`config.mk`:
```
export PLATFORM = sky130hd
export DESIGN_NAME = inst_queue_flat
export DESIGN_NICKNAME = d
export VERILOG_FILES = /design/src/rtl/inst_queue_pkg.sv /design/src/rtl/inst_queue_if.sv /design/src/rtl/inst_queue_ram.sv /design/src/rtl/inst_queue.sv /design/src/flat_wrapper.sv
export SDC_FILE = /design/constraint.sdc
export NUM_CORES = 1
export LEC_CHECK = 0
export BUFFER_PORTS_ARGS = -buffer_cell sky130_fd_sc_hd__buf_2
export CORE_MARGIN = 2
export CORE_UTILIZATION = 30
export DETAILED_ROUTE_END_ITERATION = 6
export MAX_ROUTING_LAYER = met4
export PLACE_DENSITY_LB_ADDON = 0.2
export SYNTH_ARGS = -nofsm -noshare
export SYNTH_HDL_FRONTEND = slang
export SYNTH_SLANG_ARGS = --single-unit
```
`constraint.sdc`:
```
create_clock -name clk_in -period 4.2 [get_ports clk_in]
set_clock_uncertainty 0.05 [all_clocks]
set_input_delay 0.42 -clock clk_in [delete_from_list [all_inputs] [get_ports clk_in]]
set_output_delay 0.42 -clock clk_in [all_outputs]
set_load 0.01 [all_outputs]
```
`src/rtl/inst_queue_pkg.sv`:
```
// Shared types and sizing for the instruction queue between fetcher and dispatcher.
// One queue entry carries the instruction word, its PC and the predicted-taken bit.
package inst_queue_pkg;

  localparam int QUEUE_DEPTH = 16;
  localparam int PTR_W       = $clog2(QUEUE_DEPTH);
  localparam int INST_W      = 32;
  localparam int ADDR_W      = 32;

  typedef struct packed {
    logic [INST_W-1:0] inst;
    logic [ADDR_W-1:0] pc;
    logic              pred;
  } iq_entry_t;

  localparam int ENTRY_W = $bits(iq_entry_t);

  localparam logic [PTR_W:0] FULL_CNT   = (PTR_W+1)'(QUEUE_DEPTH);
  localparam logic [PTR_W:0] THRESH_CNT = (PTR_W+1)'(QUEUE_DEPTH - 1);

  function automatic logic [PTR_W-1:0] ptr_inc(input logic [PTR_W-1:0] p);
    return p + PTR_W'(1);
  endfunction

endpackage

```
`src/rtl/inst_queue_if.sv`:
```
// Fetcher-side, dispatcher-side and ROB/RS readiness signals of the instruction queue.
// master drives the fetch/readiness inputs; slave is the queue itself.
interface inst_queue_if;
  import inst_queue_pkg::*;

  logic              fetcher_instqueue_en_in;
  logic [INST_W-1:0] fetcher_instqueue_inst_in;
  logic [ADDR_W-1:0] fetcher_instqueue_pc_in;
  logic              fetcher_instqueue_pred_in;
  logic              instqueue_fetcher_full_out;
  logic              rs_instqueue_rdy_in;
  logic              rob_instqueue_rdy_in;
  logic              rob_instqueue_rst_in;
  logic              instqueue_dispatcher_en_out;
  logic [INST_W-1:0] instqueue_dispatcher_inst_out;
  logic [ADDR_W-1:0] instqueue_dispatcher_pc_out;
  logic              instqueue_dispatcher_pred_out;

  modport master (
    output fetcher_instqueue_en_in, fetcher_instqueue_inst_in,
           fetcher_instqueue_pc_in, fetcher_instqueue_pred_in,
           rs_instqueue_rdy_in, rob_instqueue_rdy_in, rob_instqueue_rst_in,
    input  instqueue_fetcher_full_out, instqueue_dispatcher_en_out,
           instqueue_dispatcher_inst_out, instqueue_dispatcher_pc_out,
           instqueue_dispatcher_pred_out
  );

  modport slave (
    input  fetcher_instqueue_en_in, fetcher_instqueue_inst_in,
           fetcher_instqueue_pc_in, fetcher_instqueue_pred_in,
           rs_instqueue_rdy_in, rob_instqueue_rdy_in, rob_instqueue_rst_in,
    output instqueue_fetcher_full_out, instqueue_dispatcher_en_out,
           instqueue_dispatcher_inst_out, instqueue_dispatcher_pc_out,
           instqueue_dispatcher_pred_out
  );

endinterface

```
`src/rtl/inst_queue_ram.sv`:
```
// QUEUE_DEPTH-entry storage: one synchronous write port, one asynchronous read port.
// No reset; contents are only meaningful between the queue's head and tail.
module inst_queue_ram
  import inst_queue_pkg::*;
(
  input  logic             clk_i,
  input  logic             wr_en_i,
  input  logic [PTR_W-1:0] wr_addr_i,
  input  iq_entry_t        wr_dat_i,
  input  logic [PTR_W-1:0] rd_addr_i,
  output iq_entry_t        rd_dat_o
);

  iq_entry_t mem_q [QUEUE_DEPTH];

  always_ff @(posedge clk_i) begin
    if (wr_en_i) begin
      mem_q[wr_addr_i] <= wr_dat_i;
    end
  end

  assign rd_dat_o = mem_q[rd_addr_i];

endmodule

```
`src/rtl/inst_queue.sv`:
```
// Circular instruction FIFO, fetcher -> dispatcher; issue is registered, one entry per cycle
// when RS and ROB are ready (next edge after push, same edge with INSTQUEUE_BYPASS_EN).
module inst_queue
  import inst_queue_pkg::*;
(
  input  logic       clk_in,
  input  logic       rst_in,
  input  logic       rdy_in,
  inst_queue_if.slave iq
);

  logic [PTR_W-1:0] head_q, head_d;
  logic [PTR_W-1:0] tail_q, tail_d;
  logic [PTR_W:0]   count_q, count_d;
  logic             en_q, en_d;
  iq_entry_t        out_q, out_d;

  logic      pop, push, bypass, wr_en;
  iq_entry_t wr_dat, rd_dat;

  assign wr_dat = '{inst: iq.fetcher_instqueue_inst_in,
                    pc:   iq.fetcher_instqueue_pc_in,
                    pred: iq.fetcher_instqueue_pred_in};

  inst_queue_ram u_ram (
    .clk_i     (clk_in),
    .wr_en_i   (wr_en),
    .wr_addr_i (tail_q),
    .wr_dat_i  (wr_dat),
    .rd_addr_i (head_q),
    .rd_dat_o  (rd_dat)
  );

  always_comb begin
    head_d  = head_q;
    tail_d  = tail_q;
    count_d = count_q;
    en_d    = 1'b0;
    out_d   = out_q;
    pop     = 1'b0;
    push    = 1'b0;
    bypass  = 1'b0;
    wr_en   = 1'b0;

    if (rdy_in && iq.rob_instqueue_rst_in) begin
      head_d  = '0;
      tail_d  = '0;
      count_d = '0;
    end else if (rdy_in) begin
      pop  = (count_q != '0) && iq.rs_instqueue_rdy_in && iq.rob_instqueue_rdy_in;
      push = iq.fetcher_instqueue_en_in && (count_q != FULL_CNT);
`ifdef INSTQUEUE_BYPASS_EN
      // Empty queue with a ready consumer: hand the entry straight to the output stage.
      bypass = (count_q == '0) && iq.fetcher_instqueue_en_in &&
               iq.rs_instqueue_rdy_in && iq.rob_instqueue_rdy_in;
      if (bypass) begin
        push = 1'b0;
      end
`endif
      if (bypass) begin
        out_d = wr_dat;
        en_d  = 1'b1;
      end else if (pop) begin
        out_d  = rd_dat;
        en_d   = 1'b1;
        head_d = ptr_inc(head_q);
      end

      if (push) begin
        wr_en  = 1'b1;
        tail_d = ptr_inc(tail_q);
      end

      case ({push, pop})
        2'b10:   count_d = count_q + (PTR_W+1)'(1);
        2'b01:   count_d = count_q - (PTR_W+1)'(1);
        default: count_d = count_q;
      endcase
    end
  end

  always_ff @(posedge clk_in or posedge rst_in) begin
    if (rst_in) begin
      head_q  <= '0;
      tail_q  <= '0;
      count_q <= '0;
      en_q    <= 1'b0;
      out_q   <= '0;
    end else begin
      head_q  <= head_d;
      tail_q  <= tail_d;
      count_q <= count_d;
      en_q    <= en_d;
      out_q   <= out_d;
    end
  end

  // Threshold one below depth covers the fetcher's one-cycle reaction lag.
  assign iq.instqueue_fetcher_full_out    = (count_q >= THRESH_CNT);
  assign iq.instqueue_dispatcher_en_out   = en_q;
  assign iq.instqueue_dispatcher_inst_out = out_q.inst;
  assign iq.instqueue_dispatcher_pc_out   = out_q.pc;
  assign iq.instqueue_dispatcher_pred_out = out_q.pred;

endmodule

```
`src/flat_wrapper.sv`:
```
// flat-port wrapper written by rule: the top's interface ports become plain ports
module inst_queue_flat import inst_queue_pkg::*;
  (clk_in, rst_in, rdy_in, iq_fetcher_instqueue_en_in, iq_fetcher_instqueue_inst_in, iq_fetcher_instqueue_pc_in, iq_fetcher_instqueue_pred_in, iq_rs_instqueue_rdy_in, iq_rob_instqueue_rdy_in, iq_rob_instqueue_rst_in, iq_instqueue_fetcher_full_out, iq_instqueue_dispatcher_en_out, iq_instqueue_dispatcher_inst_out, iq_instqueue_dispatcher_pc_out, iq_instqueue_dispatcher_pred_out);
  inst_queue_if iq_i ();
  input  logic clk_in;
  input  logic rst_in;
  input  logic rdy_in;
  input wire logic [$bits(iq_i.fetcher_instqueue_en_in)-1:0] iq_fetcher_instqueue_en_in;
  input wire logic [$bits(iq_i.fetcher_instqueue_inst_in)-1:0] iq_fetcher_instqueue_inst_in;
  input wire logic [$bits(iq_i.fetcher_instqueue_pc_in)-1:0] iq_fetcher_instqueue_pc_in;
  input wire logic [$bits(iq_i.fetcher_instqueue_pred_in)-1:0] iq_fetcher_instqueue_pred_in;
  input wire logic [$bits(iq_i.rs_instqueue_rdy_in)-1:0] iq_rs_instqueue_rdy_in;
  input wire logic [$bits(iq_i.rob_instqueue_rdy_in)-1:0] iq_rob_instqueue_rdy_in;
  input wire logic [$bits(iq_i.rob_instqueue_rst_in)-1:0] iq_rob_instqueue_rst_in;
  output wire logic [$bits(iq_i.instqueue_fetcher_full_out)-1:0] iq_instqueue_fetcher_full_out;
  output wire logic [$bits(iq_i.instqueue_dispatcher_en_out)-1:0] iq_instqueue_dispatcher_en_out;
  output wire logic [$bits(iq_i.instqueue_dispatcher_inst_out)-1:0] iq_instqueue_dispatcher_inst_out;
  output wire logic [$bits(iq_i.instqueue_dispatcher_pc_out)-1:0] iq_instqueue_dispatcher_pc_out;
  output wire logic [$bits(iq_i.instqueue_dispatcher_pred_out)-1:0] iq_instqueue_dispatcher_pred_out;
  assign iq_i.fetcher_instqueue_en_in = iq_fetcher_instqueue_en_in;
  assign iq_i.fetcher_instqueue_inst_in = iq_fetcher_instqueue_inst_in;
  assign iq_i.fetcher_instqueue_pc_in = iq_fetcher_instqueue_pc_in;
  assign iq_i.fetcher_instqueue_pred_in = iq_fetcher_instqueue_pred_in;
  assign iq_i.rs_instqueue_rdy_in = iq_rs_instqueue_rdy_in;
  assign iq_i.rob_instqueue_rdy_in = iq_rob_instqueue_rdy_in;
  assign iq_i.rob_instqueue_rst_in = iq_rob_instqueue_rst_in;
  assign iq_instqueue_fetcher_full_out = iq_i.instqueue_fetcher_full_out;
  assign iq_instqueue_dispatcher_en_out = iq_i.instqueue_dispatcher_en_out;
  assign iq_instqueue_dispatcher_inst_out = iq_i.instqueue_dispatcher_inst_out;
  assign iq_instqueue_dispatcher_pc_out = iq_i.instqueue_dispatcher_pc_out;
  assign iq_instqueue_dispatcher_pred_out = iq_i.instqueue_dispatcher_pred_out;
  inst_queue u_core (.clk_in(clk_in), .rst_in(rst_in), .rdy_in(rdy_in), .iq(iq_i));
endmodule
```
==> results.txt <==
Vias in the first global route: 21400
Post-synth cell types: 40
Dpl cell area: 45600 um2
DR vias/cell: 4.89
Filler instances: 12800
Result of the run: complete, no violations
Antenna viol nets, final: 0
CTS tree: built
Worst path cell trace: nor4_4 -> a21oi_1 -> ha_1 -> xor2_1 -> ha_1 -> a211o_1 -> a21oi_1 -> a221oi_1 -> or4_1 -> o221ai_1
Max_cap viols: 0
Setup-failing EPs final: 0
Clk_lat worst skew: 0.73 ns
Final Instance Area: 50200 um2
Vias: 20100
Pwr Total: 25.6 mW
Power per cell area: 510 nW/um2
Clock transition at the registers of the reported paths: 0.06 ns
Util after Layout: 0.360
Port Buffer Count: 138
Top-Level Pins: 139
Mapped cell area: 42200 um2
Cts bufs inserted: 119
CTS resizes: 0
Crit path time final: 3.19 ns
RSZ-0062 raised after global routing: no
Sequential area share after synthesis: 0.787
Max Slew Vio Count: 0
Met3 global-route usage: 0.0259
Startpoint type of the worst setup path: flop
Mapped Nets: 1930
CTS max path bufs: 3
Worst EP required: 4.75 ns
Die height: 379 um
DP Wirelength: 52800 um
Initial antenna violation count: 13
Rows: 137
Flops & latches, synth: 1119
Peak Freq: 0.313 GHz
Crit Path Class: reg2reg
Crit-path max cell delay: 0.50 ns
Crit path max fanout: 9
GRT Overall Usage: 0.152
First-pass GRT wire length: 153000 um
DRT iter0 DRCs: 1716
Critical-path top delay cell: dfrtp_1
Max H-tree Level: 3
Max VDD drop: 0.385 mV
CP endpoint kind: flop
Met2 track demand over resource: 0.237
Gr busiest metal: met2
Congestion Overflow GR: 0
Met1 usage: 0.211
Yosys Warn Count: 0
Hold Vio Cnt, Final: 0
Relative slew slack: 0.374
DIE AREA: 144000 um2
Core ar.: 140000 um2
Aggregate routed wire length: 106000 um
Layout cells sized above 1: 0.323
Final RePlAce weighted congestion: 0.731
Area delta synth->final: 18.9%
Starting Density: 0.302
Root Buffer: clkbuf_16
Slew @ Worst Pin: 0.939 ns
Post-synthesis area per instance: 22.8 um2
Drt drc: 0
Die Wd: 379 um
Wirelength per Cell: 25.8 um
Setup TNS: 0 ns
Leakage: 15.5 nW
Drt first pass iters: 5
Gate Count Post-Synth: 1849
Pin count of the biggest net entering global routing: 134
Min-Delay Path Class: in2reg
Final nets: 2196
Worst EP arrival: 3.74 ns
Ratio of final minimum period to clock period: 0.760
Clock sink count: 1119
-- registers in the layout (all words and copies together), names as in the netlist --
name,count
u_core.u_ram.mem_q,1040
u_core.tail_q,4
u_core.iq.instqueue_dispatcher_pred_out,1
u_core.iq.instqueue_dispatcher_inst_out,32
u_core.iq.instqueue_dispatcher_pc_out,32
u_core.head_q,4
u_core.count_q,5
u_core.iq.instqueue_dispatcher_en_out,1
-- power by group --
| group | switching [mW] | internal, mW | leakage [nW] |
|---|---|---|---|
| combinational | 1.23 | 0.829 | 3.28 |
| clock | 4.39 | 6.03 | 1.92 |
| sequential | 0.446 | 12.7 | 10.3 |
| total | 6.07 | 19.5 | 15.5 |
-- cells by family after synthesis --
| logic type | after synthesis | synth area share |
|---|---|---|
| XOR/XNOR | 4 | 0.000830 |
| AO/OA/AOI/OAI | 230 | 0.0328 |
| adder cells (fa/ha/maj) | 9 | 0.00267 |
| multiplexers | 328 | 0.157 |
| flip-flops | 1119 | 0.787 |
| buffers and inverters | 116 | 0.0150 |
| AND/OR/NAND/NOR | 43 | 0.00501 |
-- worst paths after layout --
check,from,endpoint,slack [ns],depth (start not counted)
worst max-delay path,u_core.count_q[1]$_DFFE_PP0P_,u_core.count_q[4]$_DFFE_PP0P_,1.01,10
worst min-delay path,iq_fetcher_instqueue_inst_in[10],u_core.u_ram.mem_q[8][43]$_DFFE_PP_,0.06,1
worst max register to register,u_core.count_q[1]$_DFFE_PP0P_,u_core.count_q[4]$_DFFE_PP0P_,1.01,10
worst min register to register,u_core.iq.instqueue_dispatcher_inst_out[23]$_DFFE_PP0P_,u_core.iq.instqueue_dispatcher_inst_out[23]$_DFFE_PP0P_,0.53,2
max in group asynchronous,rst_in,u_core.head_q[3]$_DFFE_PP0P_,2.84,4
min in group asynchronous,rst_in,u_core.iq.instqueue_dispatcher_inst_out[3]$_DFFE_PP0P_,0.38,3
-- cells in the mapped netlist, drive strengths merged --
cell,count,share of area
a41o,1,0.00024
o31ai,3,0.00053
inv,10,0.00089
edfxtp,1040,0.74
a221oi,1,0.00021
mux2,67,0.018
a22oi,2,0.00036
o32ai,1,0.00021
or4,1,0.00018
ha,9,0.0027
nand3b,1,0.00018
buf,62,0.010
nand2,10,0.00089
or3b,1,0.00021
a41oi,1,0.00021
xor2,2,0.00042
dfrtp,79,0.047
nand2b,4,0.00059
nor4,1,0.00050
o21ai,6,0.00071
o2bb2ai,1,0.00021
o22ai,133,0.020
o221ai,1,0.00021
a211o,1,0.00021
or2,1,0.00015
mux4,260,0.14
a211oi,2,0.00059
clkbuf,44,0.0039
or3,1,0.00015
xnor2,2,0.00042
a22o,3,0.00062
mux2i,1,0.00024
nand4,2,0.00030
a21oi,73,0.0087
a21o,1,0.00018
nor2,21,0.0019
-- timing repair --
item / CTS / global route
endpoints found under the hold margin: 900 / 0
hold buffers: 63 / 0
buffers inserted: 0 / 0
-- layer usage --
layer / share of wire / routed length [um]
met5: 0 / 0
met4: 0.016 / 1670
met3: 0.045 / 4750
met2: 0.48 / 50700
met1: 0.46 / 48900
-- cell type report --
class | count | area (um2) | share of cell area
antenna | 10 | 25.0 | 0.000499
timing repair buffer | 251 | 2100 | 0.0418
tap | 1876 | 2350 | 0.0468
inverter | 10 | 40.0 | 0.000798
multi-input combinational | 614 | 8510 | 0.170
clock inverter | 64 | 667 | 0.0133
clock buffer | 162 | 3270 | 0.0652
sequential | 1119 | 33200 | 0.662
-- through the flow --
step	hold WS [ns]	setup slack, ns	instances
detailed placement	0.509	1.07	3807
finish	0.0561	1.01	4106
global route	0.0336	0.796	4104
global placement	0.507	1.11	3807
CTS	0.00354	1.03	4096
floorplan	0.461	-0.193	1849
-- critical path: cells and delay by family, from the launching register on --
kind	cells	cell delay [ns]
AOI/OAI and AO/OA	5	0.87
and+or+nand+nor	2	0.88
xor gates and xnor gates	1	0.19
adders and majority gates	2	0.61
DFF	1	0.50
-- placed cells by master, fill, tap and decap left out, types with 5 or more instances in the layout --
cell / n
clkbuf_1: 30
diode_2: 10
ha_1: 9
dfrtp_1: 76
mux2_2: 67
buf_12: 32
dlygate4sd3_1: 63
nand2_1: 9
buf_2: 138
clkinv_2: 22
clkbuf_16: 119
bufinv_16: 9
clkbuf_8: 13
a21oi_1: 73
o22ai_1: 133
clkinv_1: 21
inv_1: 8
buf_4: 18
nor2_4: 16
o21ai_0: 6
nor2_1: 5
mux4_2: 260
edfxtp_1: 1040
(Power assumes the default switching activity.)
